$ cat config.mk
export PLATFORM = sky130hd
export DESIGN_NAME = rr_arbiter_flat
export DESIGN_NICKNAME = d
export VERILOG_FILES = /design/src/rtl/rr_arbiter_if.sv /design/src/rtl/rr_arbiter.sv /design/src/flat_wrapper.sv
export SDC_FILE = /design/constraint.sdc
export NUM_CORES = 1
export LEC_CHECK = 0
export ABC_AREA = 1
export BUFFER_PORTS_ARGS = -buffer_cell sky130_fd_sc_hd__clkbuf_2
export CORE_MARGIN = 3
export CORE_UTILIZATION = 30
export DETAILED_ROUTE_END_ITERATION = 10
export PLACE_DENSITY_LB_ADDON = 0.2
export SLEW_MARGIN = 20
export SYNTH_ARGS = -nofsm -noshare
export SYNTH_HDL_FRONTEND = slang
export SYNTH_HIERARCHICAL = 1
export SYNTH_SLANG_ARGS = --single-unit
export TNS_END_PERCENT = 100
$ cat constraint.sdc
create_clock -name clk -period 1.61 [get_ports clk]
set_clock_uncertainty 0.15 [all_clocks]
set_input_delay 0 -clock clk [delete_from_list [all_inputs] [get_ports clk]]
set_output_delay 0 -clock clk [all_outputs]
set_load 0.01 [all_outputs]
$ cat src/rtl/rr_arbiter_if.sv
// Request/grant bundle between the requesters (master side) and rr_arbiter (slave side).
interface rr_arbiter_if #(
    parameter int PORTS = 4
);
    localparam int EW = (PORTS > 1) ? $clog2(PORTS) : 1;

    logic [PORTS-1:0] request;
    logic [PORTS-1:0] acknowledge;
    logic [PORTS-1:0] grant;
    logic             grant_valid;
    logic [EW-1:0]    grant_encoded;
    logic             timeout;

    modport master (
        output request,
        output acknowledge,
        input  grant,
        input  grant_valid,
        input  grant_encoded,
        input  timeout
    );

    modport slave (
        input  request,
        input  acknowledge,
        output grant,
        output grant_valid,
        output grant_encoded,
        output timeout
    );
endinterface

$ cat src/rtl/rr_arbiter.sv
// Registered round-robin / fixed-priority arbiter with optional grant hold.
// Define RR_ARBITER_TIMEOUT_EN to add a forced release after TIMEOUT held cycles.

module rr_arbiter_prio_enc #(
    parameter int W        = 4,
    parameter int LSB_HIGH = 1,
    parameter int IW       = 2
) (
    input  logic [W-1:0]  in_bits,
    output logic          valid,
    output logic [IW-1:0] idx
);
    // The last matching bit written wins, so scan from lowest to highest priority.
    always_comb begin
        valid = |in_bits;
        idx   = '0;
        if (LSB_HIGH != 0) begin
            for (int i = W - 1; i >= 0; i--) begin
                if (in_bits[i]) idx = IW'(i);
            end
        end else begin
            for (int i = 0; i < W; i++) begin
                if (in_bits[i]) idx = IW'(i);
            end
        end
    end
endmodule

module rr_arbiter #(
    parameter int PORTS                 = 4,
    parameter int ARB_TYPE_ROUND_ROBIN  = 1,
    parameter int ARB_BLOCK             = 1,
    parameter int ARB_BLOCK_ACK         = 0,
    parameter int ARB_LSB_HIGH_PRIORITY = 1,
    parameter int TIMEOUT               = 256
) (
    input  logic        clk,
    input  logic        rst,
    rr_arbiter_if.slave bus
);
    localparam int EW = (PORTS > 1) ? $clog2(PORTS) : 1;

    if (PORTS < 1 || TIMEOUT < 2) begin : g_bad_cfg
        $error("rr_arbiter: PORTS must be >= 1 and TIMEOUT >= 2");
    end

    typedef enum logic {IDLE = 1'b0, GRANTED = 1'b1} state_t;

    state_t           state_q, state_d;
    logic [PORTS-1:0] grant_q, grant_d;
    logic [PORTS-1:0] mask_q, mask_d;
    logic [EW-1:0]    enc_q, enc_d;
    logic             timeout_q, timeout_d;

    logic [PORTS-1:0] req_masked;
    logic             raw_vld, msk_vld;
    logic [EW-1:0]    raw_idx, msk_idx, pick_idx;
    logic             held, force_rel, hold;

    assign req_masked = bus.request & mask_q;

    rr_arbiter_prio_enc #(.W(PORTS), .LSB_HIGH(ARB_LSB_HIGH_PRIORITY), .IW(EW)) u_enc_raw (
        .in_bits (bus.request),
        .valid   (raw_vld),
        .idx     (raw_idx)
    );

    rr_arbiter_prio_enc #(.W(PORTS), .LSB_HIGH(ARB_LSB_HIGH_PRIORITY), .IW(EW)) u_enc_msk (
        .in_bits (req_masked),
        .valid   (msk_vld),
        .idx     (msk_idx)
    );

    // Ports after the last winner take precedence; fall back to the full set on wrap.
    assign pick_idx = ((ARB_TYPE_ROUND_ROBIN != 0) && msk_vld) ? msk_idx : raw_idx;

    always_comb begin
        held = 1'b0;
        if (state_q == GRANTED && ARB_BLOCK != 0) begin
            if (ARB_BLOCK_ACK != 0) held = !bus.acknowledge[enc_q];
            else                    held = bus.request[enc_q];
        end
    end

`ifdef RR_ARBITER_TIMEOUT_EN
    localparam int CW = $clog2(TIMEOUT);
    logic [CW-1:0] cnt_q, cnt_d;

    assign force_rel = held && (cnt_q == CW'(TIMEOUT - 1));

    always_comb begin
        cnt_d = '0;
        if (hold) cnt_d = cnt_q + 1'b1;
    end

    always_ff @(posedge clk or posedge rst) begin
        if (rst) cnt_q <= '0;
        else     cnt_q <= cnt_d;
    end
`else
    assign force_rel = 1'b0;
`endif

    assign hold = held && !force_rel;

    always_comb begin
        state_d   = state_q;
        grant_d   = grant_q;
        enc_d     = enc_q;
        mask_d    = mask_q;
        timeout_d = force_rel;
        if (!hold) begin
            if (raw_vld) begin
                state_d = GRANTED;
                enc_d   = pick_idx;
                for (int i = 0; i < PORTS; i++) begin
                    grant_d[i] = (i == int'(pick_idx));
                    if (ARB_TYPE_ROUND_ROBIN != 0) begin
                        mask_d[i] = (ARB_LSB_HIGH_PRIORITY != 0) ? (i > int'(pick_idx))
                                                                 : (i < int'(pick_idx));
                    end
                end
            end else begin
                // grant_encoded intentionally keeps the last winner while idle.
                state_d = IDLE;
                grant_d = '0;
            end
        end
    end

    always_ff @(posedge clk or posedge rst) begin
        if (rst) begin
            state_q   <= IDLE;
            grant_q   <= '0;
            mask_q    <= '0;
            enc_q     <= '0;
            timeout_q <= 1'b0;
        end else begin
            state_q   <= state_d;
            grant_q   <= grant_d;
            mask_q    <= mask_d;
            enc_q     <= enc_d;
            timeout_q <= timeout_d;
        end
    end

    assign bus.grant         = grant_q;
    assign bus.grant_valid   = (state_q == GRANTED);
    assign bus.grant_encoded = enc_q;
    assign bus.timeout       = timeout_q;
endmodule

$ cat src/flat_wrapper.sv
// flat-port wrapper written by rule: the top's interface ports become plain ports
module rr_arbiter_flat 
#(
    parameter int PORTS                 = 4,
    parameter int ARB_TYPE_ROUND_ROBIN  = 1,
    parameter int ARB_BLOCK             = 1,
    parameter int ARB_BLOCK_ACK         = 0,
    parameter int ARB_LSB_HIGH_PRIORITY = 1,
    parameter int TIMEOUT               = 256
)
  (clk, rst, bus_request, bus_acknowledge, bus_grant, bus_grant_valid, bus_grant_encoded, bus_timeout);
  rr_arbiter_if #(.PORTS(PORTS)) bus_i ();
  input  logic clk;
  input  logic rst;
  input wire logic [$bits(bus_i.request)-1:0] bus_request;
  input wire logic [$bits(bus_i.acknowledge)-1:0] bus_acknowledge;
  output wire logic [$bits(bus_i.grant)-1:0] bus_grant;
  output wire logic [$bits(bus_i.grant_valid)-1:0] bus_grant_valid;
  output wire logic [$bits(bus_i.grant_encoded)-1:0] bus_grant_encoded;
  output wire logic [$bits(bus_i.timeout)-1:0] bus_timeout;
  assign bus_i.request = bus_request;
  assign bus_i.acknowledge = bus_acknowledge;
  assign bus_grant = bus_i.grant;
  assign bus_grant_valid = bus_i.grant_valid;
  assign bus_grant_encoded = bus_i.grant_encoded;
  assign bus_timeout = bus_i.timeout;
  rr_arbiter #(.PORTS(PORTS), .ARB_TYPE_ROUND_ROBIN(ARB_TYPE_ROUND_ROBIN), .ARB_BLOCK(ARB_BLOCK), .ARB_BLOCK_ACK(ARB_BLOCK_ACK), .ARB_LSB_HIGH_PRIORITY(ARB_LSB_HIGH_PRIORITY), .TIMEOUT(TIMEOUT)) u_core (.clk(clk), .rst(rst), .bus(bus_i));
endmodule
# Yosys cells after proc, flatten, opt, wreduce, memory -nomap -nowiden
# Index checks and enable logic that the tools add are counted.
# totals
reg_bits	10
latch_bits	0
ram_bits	0
rom_bits	0
in_bits	10
out_inout_bits	8
word_cells	31
n_memories	0
# op_classes
addsub	0
multipliers	0
div	0
order_cmp	4
eq_ne	3
n_shift	0
muxes	14
bitwise_logic	2
n_reduce_logical	4
# op_table
cell	n
2-to-1 mux 2 bit	9
OR reduction 4 bit	2
bitwise AND 4 bit	1
== test 2 bit (first input constant)	2
> comparator 2 bit (first input constant)	2
2-to-1 mux 4 bit	1
less-than comparator 2 x 3 -> 1 bit (second input constant)	1
2-to-1 mux 1 bit	3
binary-select mux 1 bit (select 2 bit)	1
== test 1 x 2 -> 1 bit (first input constant)	1
> comparator 1 x 2 -> 1 bit (first input constant)	1
logical NOT 2 bit	1
AND reduction 2 bit	1
NOT 1 bit	1

# Depth between registers and ports, before layout
# depth
word_depth	8
mapped_depth	13
mapped_depth_nobuf	13

# Hierarchy
# The synthesis kept the hierarchy.
# by_module_without_submodules
mod	instances	cells_per_inst	area_each_um2	seq_area_each_um2
rr_arbiter	1	75	539.3	250.2
rr_arbiter_prio_enc	2	9	46.3	0.0

# Least setup slack after synthesis
# OpenSTA, ideal clock, no wires.
# synth_path
path_kind	register to register
start	reg u_core.mask_q[3]
end	reg u_core.mask_q[1]
setup_ns	0.066
t_arrival_ns	1.230
t_required_ns	1.394
path_slack_ns	0.164
path_stages_with_launch	10
path_buffers	0
period_less_slack_ns	1.446
path_cell_list	dfrtp_1 > nand2_1 > inv_1 > inv_1 > nand4_1 > o21ai_0 > inv_1 > nor2_1 > nand3_1 > nand2_1
# synth_via
elab_cells_between_ends	8
cone_classes	order compare (1); mux (5); bitwise (1); reduce/logical (1)
# synth_rtl
item	line	text
from (decl)	rr_arbiter.sv:51	logic [PORTS-1:0] mask_q, mask_d;
from (signal assigned)	rr_arbiter.sv:141	mask_q <= mask_d;
bitwise AND 4 bit	rr_arbiter.sv:60	assign req_masked = bus.request & mask_q;
via u_core.req_masked[3]	rr_arbiter.sv:55	logic [PORTS-1:0] req_masked;
OR reduction 4 bit	rr_arbiter.sv:15	valid = |in_bits;
via u_core.msk_vld	rr_arbiter.sv:56	logic raw_vld, msk_vld;
2-to-1 mux 2 bit	rr_arbiter.sv:75	assign pick_idx = ((ARB_TYPE_ROUND_ROBIN != 0) && msk_vld) ? msk_idx : raw_idx;
> comparator 1 x 2 -> 1 bit	rr_arbiter.sv:119	mask_d[i] = (ARB_LSB_HIGH_PRIORITY != 0) ? (i > int'(pick_idx))
# The timed path passes the listed nets, and every way through them passes these cells.
# A chain may end at the register's enable or synchronous reset.

# Final worst setup path
# layout_path
start	reg u_core.mask_q[1]
end	reg u_core.grant_q[1] (netlist: u_core/bus.grant[1])
# layout_via
elab_cells_between_ends	7
cone_classes	eq/ne (1); mux (4); bitwise (1); reduce/logical (1)
# layout_rtl
item	line	text
bitwise AND 4 bit	rr_arbiter.sv:60	
via u_core.req_masked[1]	rr_arbiter.sv:55	
OR reduction 4 bit	rr_arbiter.sv:15	
via u_core.msk_vld	rr_arbiter.sv:56	
2-to-1 mux 2 bit	rr_arbiter.sv:75	
== test 2 bit	rr_arbiter.sv:117	grant_d[i] = (i == int'(pick_idx));
2-to-1 mux 4 bit	rr_arbiter.sv:113	if (raw_vld) begin
to (signal assigned)	rr_arbiter.sv:140	grant_q <= grant_d;
to (decl)	rr_arbiter.sv:50	logic [PORTS-1:0] grant_q, grant_d;
# The timed path passes the listed nets, and every way through them passes these cells.

==> summary.txt <==
Die
  • DIE AREA: 2690 µm²
  • Chip Width: 51.9 µm
  • Io pins: 18
  • Die height: 51.9 µm
  • Initial core utilization: 0.340
  • Core Region: 1860 µm²
  • Core Rows: 15

Power
  • NetSw: 540 µW
  • Internal Dissipation: 678 µW
  • Static leakage: 0.000472 µW
  • Sw Ratio: 0.443
  • Combinational Power Share: 0.521
  • Power Total: 1220 µW
  • Reg power frac: 0.348
  • Power per cell area: 1550 nW/µm²
  • Clock Power Share: 0.131
  • Peak VDD IR: 0.000534 V

Logic synthesis
  • Seq/Total Area, Yosys: 0.396
  • Syn Area/Cell: 6.79 µm²
  • Number of synthesized flops with an enable pin: 0
  • Synth top cells by count: nand2_1, inv_1, dfrtp_1, nand3_1
  • Warnings, synthesis: 6
  • Fraction of registers with async set/reset: 1.00
  • Distinct cells, synth: 16
  • Top cells by area, synth: dfrtp_1, nand2_1, inv_1, nand3_1, a21oi_2
  • Post-Synthesis Cells: 93
  • Area leader, netlist: dfrtp_1
  • Syn Std Cell Area: 632 µm²
  • Prevailing post-synth register cell: dfrtp_1
  • #FFs+latches synth: 10
  • Top-area cell type share of the netlist area: 0.396
  • Cell with the most instances after synthesis: nand2_1

CTS
  • CTS tree: built
  • Clk pin slew, worst setup/hold paths: 60 ps
  • Clk buf depth: 2
  • Total CTS buffers: 3
  • Root buffer cell: clkbuf_4
  • # clock sinks: 10
  • H-tree depth: 1
  • Clk_lat worst skew: 260 ps

Worst setup path
  • Critical path data arrival time: 1650 ps
  • CP startpoint kind: flip-flop
  • Critical path's largest stage delay: 390 ps
  • Setup CP Type: flip-flop to flip-flop
  • R2r endpoint: u_core/bus.grant[1]
  • Crit Reg-Reg Startpoint: u_core/mask_q[1]
  • CP required: 1650 ps
  • Slowest cell on crit path: dfrtp_1
  • CP max FO: 4
  • Reg2Reg Depth: 10
  • Crit end category: flip-flop
  • Worst reg-to-reg setup slack: 6 ps
  • CP Cell Sequence: nand2_1 > inv_1 > inv_2 > nand4_1 > nand2_1 > o21ai_2 > buf_4 > nor3_2 > nand2_1 > nand2_1
  • Setup crit start: u_core/mask_q[1]
  • Critical path's most frequent cell: nand2_1

Layout
  • Final core occ: 0.424
  • Post-Layout Cell Count: 137
  • Diodes inserted: 0
  • Nets@finish: 124
  • Layout Area Growth over Synthesis: 24.8%
  • Layout cells sized above 1: 0.330

Timing
  • RSZ-0062 raised after global routing: yes
  • Final Critical Period: 1600 ps
  • Final Hold Viols: 0
  • Final setup margin: 5.79 ps
  • Final slew viol count: 0
  • Max Clk Rate: 623 MHz
  • Tcrit/Tclk final: 0.996
  • Final setup fails: 0

Global route
  • Overflow after GRT: 0
  • Antenna violations before repair: 0
  • Total GRT Usage: 0.109
  • Vias in the first global route: 504
  • First-pass GRT wire length: 2.15 mm
  • Largest net degree at the start of global routing: 11

Route
  • Final WL: 1.30 mm
  • DR DRC count: 0
  • Iter 0 DRT Violations: 5
  • Routed len/inst: 9.47 µm
  • Routed Antenna Nets: 0
  • Vias post-DR: 584
  • Drt first pass iters: 4
  • Vias per cell: 4.26

Min path
  • Hold Crit Class: input pin to async pin

Job
  • Maxcap violations: 0

Place
  • DP Wirelength: 1.00 mm
  • Post-place setup slack: -43.4 ps
  • Cell count after placement: 132
  • Placer Congestion: 0.715
  • PortBufs: 12

Status
  • Status: finished clean
## registers in the layout (all words and copies together) (netlist names)
name	count
u_core/bus.grant	4
u_core/mask_q	3
u_core/bus.grant_encoded	2
u_core/bus.grant_valid	1
## per-stage QoR
stage / TNS, ps / area (µm²) / hold slack [ps]
after floorplan: 0 / 639 / -310
after global placement: -27.0 / 731 / -180
after detailed placement: -97.6 / 731 / -174
after CTS: 0 / 771 / 91.2
after global routing: -681 / 788 / 132
final: 0 / 788 / 89.2
## cell families after synthesis
| group | synth area share |
|---|---|
| simple gates | 0.378 |
| buf+inv | 0.149 |
| other cells | 0.00593 |
| compound gates | 0.0713 |
| flops | 0.396 |
## cells in the final DEF (no fill, tap or decap), drive strengths merged
master,Yosys,layout
nand2,35,35
inv,23,23
clkbuf,0,15
nand3,11,11
dfrtp,10,10
a21oi,4,4
conb,1,3
o21ai,2,2
buf,1,2
nand4,2,2
nor2,2,2
nor3,2,2
dlygate4sd3,0,1
## repair_timing
item	CTS	global route
pin swaps	3	6
endpoints found under the setup margin	6	8
gates resized for setup	3	6
endpoints found under the hold margin	10	0
setup buffers	0	1
gates cloned	0	0
hold buffers	1	0
## metal layers
metal  up-vias  wire, µm  track usage
met5         -         0            0
met4         0         0       0.0262
met3         0        50       0.0602
met2         7       620        0.163
met1       261       626        0.135
li1        316         -            -
## worst max path at each step
stage,end,slack [ps],cells past startpoint
after floorplan,u_core/mask_q[1],160,9
after global placement,u_core/mask_q[1],-20,9
after detailed placement,u_core/mask_q[1],-40,9
after CTS,u_core/bus.grant[1],10,10
after global routing,u_core/bus.grant[3],-120,10
final,u_core/bus.grant[1],6,10
## power by group through the flow
stage | sequential (µW) | combinational (µW) | clock (µW)
after floorplan | 440 | 399 | 0
after global placement | 425 | 577 | 0
after detailed placement | 430 | 581 | 0
after CTS | 425 | 598 | 171
after global routing | 436 | 721 | 183
final | 423 | 635 | 160
## worst max-delay path, delay by kind of cell (launching register included)
| kind | cells | cell delay (ps) |
|---|---|---|
| compound gates | 1 | 80 |
| buf+inv | 3 | 240 |
| flops | 1 | 390 |
| simple gates | 6 | 690 |
## final cells by class
cell class / instances / area (µm²)
timing repair buffer: 15 / 85.1
tap: 25 / 31.3
inverter: 23 / 86.3
sequential: 10 / 250
fill: 204 / 1070
multi-input combinational: 61 / 313
clock buffer: 3 / 22.5
Power figures use the tool's default switching activity.
